### src/rtl/bird_sprite_painter.sv
// Two-stage bird sprite painter: per-frame position latch, disc body with animated wing,
// and a per-frame bird/pipe collision flag.
module bird_sprite_painter #(
    parameter int CW          = 11,
    parameter int RADIUS      = 32,
    parameter int FLAP_FRAMES = 8
) (
    input  logic          clk,
    input  logic          rst,
    input  logic          frame_start,
    input  logic [CW-1:0] bx,
    input  logic [CW-1:0] by,
    input  logic [CW-1:0] px,
    input  logic [CW-1:0] py,
    input  logic          pix_valid,
    input  logic          pipe_hit_in,
    output logic          pix_valid_out,
    output logic          bird_pix,
    output logic          wing_pix,
    output logic          flap_phase,
    output logic          collision
);

    localparam int SW    = 2 * CW + 3;
    localparam int CNT_W = (FLAP_FRAMES > 1) ? $clog2(FLAP_FRAMES) : 1;

    localparam logic [SW-1:0]    R_SQ   = SW'(RADIUS * RADIUS);
    localparam logic signed [CW:0] NEG_R  = (CW + 1)'(-RADIUS);
    localparam logic signed [CW:0] NEG_R4 = (CW + 1)'(-(RADIUS / 4));
    localparam logic signed [CW:0] NEG_R2 = (CW + 1)'(-(RADIUS / 2));
    localparam logic signed [CW:0] POS_R2 = (CW + 1)'(RADIUS / 2);
    localparam logic [CNT_W-1:0] CNT_LAST = CNT_W'(FLAP_FRAMES - 1);

    logic [CW-1:0]       bx_l_q, bx_l_d, by_l_q, by_l_d;
    logic signed [CW:0]  dx_q, dx_d, dy_q, dy_d;
    logic                valid1_q, valid1_d, hit1_q, hit1_d;
    logic                pv_out_q, pv_out_d, bird_q, bird_d, wing_q, wing_d;
    logic                flap_q, flap_d, coll_q, coll_d, acc_q, acc_d;
    logic [CNT_W-1:0]    cnt_q, cnt_d;

    logic signed [2*CW+1:0] dx_sq, dy_sq;
    logic [SW-1:0]          sum;
    logic                   body, wing, dy_rng, hit;

    always_comb begin
        bx_l_d   = bx_l_q;
        by_l_d   = by_l_q;
        cnt_d    = cnt_q;
        flap_d   = flap_q;
        coll_d   = coll_q;

        // Zero-extend before subtracting so offsets never wrap
        dx_d     = $signed({1'b0, px}) - $signed({1'b0, bx_l_q});
        dy_d     = $signed({1'b0, py}) - $signed({1'b0, by_l_q});
        valid1_d = pix_valid;
        hit1_d   = pipe_hit_in;

        dx_sq  = dx_q * dx_q;
        dy_sq  = dy_q * dy_q;
        sum    = {1'b0, dx_sq} + {1'b0, dy_sq};
        body   = valid1_q && (sum < R_SQ);
        dy_rng = flap_q ? (!dy_q[CW] && (dy_q < POS_R2))
                        : (dy_q[CW] && (dy_q >= NEG_R2));
        wing   = body && (dx_q >= NEG_R) && (dx_q <= NEG_R4) && dy_rng;
        hit    = body && hit1_q;

        pv_out_d = valid1_q;
        bird_d   = body;
        wing_d   = wing;

        if (frame_start) begin
            bx_l_d = bx;
            by_l_d = by;
            // A hit resolving on the frame boundary still belongs to the closing frame
            coll_d = acc_q | hit;
            acc_d  = 1'b0;
            if (cnt_q == CNT_LAST) begin
                cnt_d  = '0;
                flap_d = !flap_q;
            end else begin
                cnt_d = cnt_q + CNT_W'(1);
            end
        end else begin
            acc_d = acc_q | hit;
        end
    end

    always_ff @(posedge clk) begin
        if (!rst) begin
            bx_l_q   <= '0;
            by_l_q   <= '0;
            dx_q     <= '0;
            dy_q     <= '0;
            valid1_q <= 1'b0;
            hit1_q   <= 1'b0;
            pv_out_q <= 1'b0;
            bird_q   <= 1'b0;
            wing_q   <= 1'b0;
            flap_q   <= 1'b0;
            coll_q   <= 1'b0;
            acc_q    <= 1'b0;
            cnt_q    <= '0;
        end else begin
            bx_l_q   <= bx_l_d;
            by_l_q   <= by_l_d;
            dx_q     <= dx_d;
            dy_q     <= dy_d;
            valid1_q <= valid1_d;
            hit1_q   <= hit1_d;
            pv_out_q <= pv_out_d;
            bird_q   <= bird_d;
            wing_q   <= wing_d;
            flap_q   <= flap_d;
            coll_q   <= coll_d;
            acc_q    <= acc_d;
            cnt_q    <= cnt_d;
        end
    end

    assign pix_valid_out = pv_out_q;
    assign bird_pix      = bird_q;
    assign wing_pix      = wing_q;
    assign flap_phase    = flap_q;
    assign collision     = coll_q;

endmodule
### config.mk
export PLATFORM = sky130hd
export DESIGN_NAME = bird_sprite_painter
export DESIGN_NICKNAME = d
export VERILOG_FILES = /design/src/rtl/bird_sprite_painter.sv
export SDC_FILE = /design/constraint.sdc
export NUM_CORES = 1
export LEC_CHECK = 0
export BUFFER_PORTS_ARGS = -buffer_cell sky130_fd_sc_hd__buf_4
export CAP_MARGIN = 20
export CORE_AREA = 2 2 159 192
export DETAILED_ROUTE_END_ITERATION = 16
export DIE_AREA = 0 0 161 194
export PLACE_DENSITY_LB_ADDON = 0.08
export SLEW_MARGIN = 20
export SYNTH_ARGS = -nofsm -noshare
export SYNTH_HDL_FRONTEND = slang
export SYNTH_SLANG_ARGS = --single-unit
### constraint.sdc
create_clock -name clk -period 10.55 [get_ports clk]
set_input_delay 1.055 -clock clk [delete_from_list [all_inputs] [get_ports clk]]
set_output_delay 1.055 -clock clk [all_outputs]
set_load 0.02 [all_outputs]
==> metrics.md <==
| Metric | Value |
|---|---|
| Root Driver | `clkbuf_16` |
| TNS Setup | `0 ps` |
| CTS tree | `yes` |
| Synth top cells by count | `inv_1 (405), fa_1 (244), ha_1 (165), nand2_1 (114), nor2_1 (79)` |
| Antenna viol nets, final | `0` |
| Diodes inserted | `0` |
| Top delay family on crit path | `compound AO/OA/AOI/OAI gates` |
| Distinct cell type count of the synthesized netlist | `67` |
| Die area | `0.0312 mm2` |
| Cell Area, Synth | `0.0140 mm2` |
| Upper clock frequency limit | `113 MHz` |
| First-pass GRT wire length | `50.7 mm` |
| Slowest Stage Delay on Critical Path | `650 ps` |
| Routed wire length | `29.9 mm` |
| Worst skew pair latency | `340 ps` |
| Clk buf depth | `2` |
| Layout Skew | `4.41 ps` |
| Status | `finished, final reports clean` |
| Synthesized Nets | `2052` |
| Die W | `161 um` |
| WP data arrival | `9140 ps` |
| Mean Syn Cell Area | `8.76 um2` |
| Seq/Total Area, Yosys | `8.17%` |
| CTS resizes | `0` |
| Async SR Flop Fraction | `0%` |
| Number of synthesized flops with an enable pin | `0` |
| Largest cells by area after synthesis | `fa_1 (35%), ha_1 (15%), inv_1 (11%), dfxtp_1 (8.2%), nand2_1 (3.1%)` |
| H-tree lvl count | `3` |
| Min Clock Period, post-route | `8860 ps` |
| Via count | `10.1k` |
| Predominant post-synthesis flop cell | `dfxtp_1` |
| Final Max Slew Viols | `0` |
| Setup bufs post-CTS | `0` |
| RSZ-0062 raised after global routing | `no` |
| Final Hold Viols | `0` |
| CP required | `10830 ps` |
| Synthesis-to-layout area growth | `7.37%` |
| Share of layout cells above drive strength 1 | `5.74%` |
| Max_slew headroom | `43.7%` |
| All-layer global routing usage | `20.2%` |
| Number of remaining DRC errors | `0` |
| Initial antenna violation count | `1` |
| Clock Sink Count | `57` |
| CTS clk-pin slew, worst paths | `50 ps` |
| Routed len/inst | `14.9 um` |
| Critical-path top delay cell | `o41ai_1` |
| Startpoint types | `register` |
| Num ports | `54` |
| Period Utilization, post-route | `84.0%` |
| DR iter-0 viols | `358` |
| CTS Buf Count | `9` |
| Buffers & Inverters on Critical Path | `5` |
| Height of the chip | `194 um` |
| Largest net degree at the start of global routing | `61` |
| Dpl hpwl | `25.9 mm` |
| Hold Worst Slack | `474 ps` |
| DRT Pass-1 Iters | `4` |
| GP Congestion | `0.858` |
| Setup violators final | `0` |
| Row cnt | `69` |
| Worst hold path class | `register to register` |
| Top-count cell post-synth | `inv_1` |
| CP Capture Type | `register` |
| Flops & latches, synth | `57` |
| Grt ovf | `0` |
| Post-Syn Instances | `1594` |
| Number of global-route vias before repair | `10.6k` |
| Nets | `2074` |
| Warnings from Yosys | `0` |
| Worst-path fanout max | `14` |
| Initial Util | `47.6%` |
| Vias per cell | `5.00` |
| Post-synth top area share | `35.0%` |
| Yosys top cell by area | `fa_1` |
| Max Cap Viol | `0` |
| Core area | `0.0294 mm2` |
| Hold Buf Count CTS | `0` |
| Port Buffers | `53` |
| Worst-margin pin slew | `834 ps` |
| Crit Path Class | `register to register` |
## registers in the layout, summed over array words and instances, names as in the netlist
signal / cells
dy_q: 12
cnt_q: 3
flap_phase: 1
bx_l_q: 11
dx_q: 12
pix_valid_out: 1
collision: 1
acc_q: 1
pv_out_d: 1
hit1_q: 1
by_l_q: 11
bird_pix: 1
wing_pix: 1
## area by class of cell
type,instances,area (um2)
Tap cell,390,488
Inverter,405,1520
Sequential cell,57,1140
Multi-Input combinational cell,1089,11100
Clock buffer,10,239
Timing Repair Buffer,54,405
Fill cell,2808,14400
Clock inverter,6,66.3
## cell usage in the layout (no fill, tap or decap), types with 11 or more instances in the layout
cell,netlist,layout
and2_1,54,54
nand3_1,27,27
o21a_1,11,11
nor2_1,79,79
xnor2_1,48,48
nand2_1,114,114
xor2_1,20,20
a21o_1,16,16
buf_4,0,54
a21oi_1,34,34
nor2b_1,42,42
nor3_1,24,24
o21ai_0,28,28
fa_1,244,244
nor3b_1,19,19
ha_1,165,165
dfxtp_1,57,57
mux2i_1,32,32
inv_1,405,405
## path summary, 6_finish.rpt
path / start / slack (ps) / end / cells after the start
max: dy_q[11] / 1690 / wing_pix / 27
min: hit1_q / 470 / collision / 2
max reg2reg: dy_q[11] / 1690 / wing_pix / 27
min reg2reg: hit1_q / 470 / collision / 2
## per-layer routing
metal  up-vias  part of all wire (%)  global-route usage [%]
met1      4921                    44                    26.5
met2       147                    52                    36.8
met5         -                     0                       0
li1       4974                     -                       -
met3        21                   2.8                    1.58
met4         0                  0.94                    3.37
## metrics by stage
stage	instances	setup slack, ps	instance area, um2	util, %
after floorplan	1594	2490	14000	-
after global placement	1995	1740	14700	50.1
after detailed placement	1995	1720	14700	50.1
after CTS	2011	1680	15000	51.1
after global routing	2011	1070	15000	51.1
final	2011	1690	15000	51.1
## worst register-to-register path: cells and delay by family (launching register included)
family	cells	cell delay (ps)
flops	1	470
xor+xnor	1	160
buf+inv	5	660
simple gates	3	770
fa+ha+maj	7	3370
compound gates	11	3400
## cell families (layout without fill, tap and decap cells)
family	Yosys count	after routing	share of synthesized area, %
buffers and inverters	448	475	12.1
xor gates and xnor gates	68	68	4.26
muxes	33	33	2.37
AOI/OAI and AO/OA	167	167	8.36
and+or+nand+nor	412	412	15.0
DFF	57	57	8.17
adders and majority gates	409	409	49.7
Power is left out: the tool's default activity adds up to more than one toggle a clock period on the data nets, which glitch-free logic cannot reach.
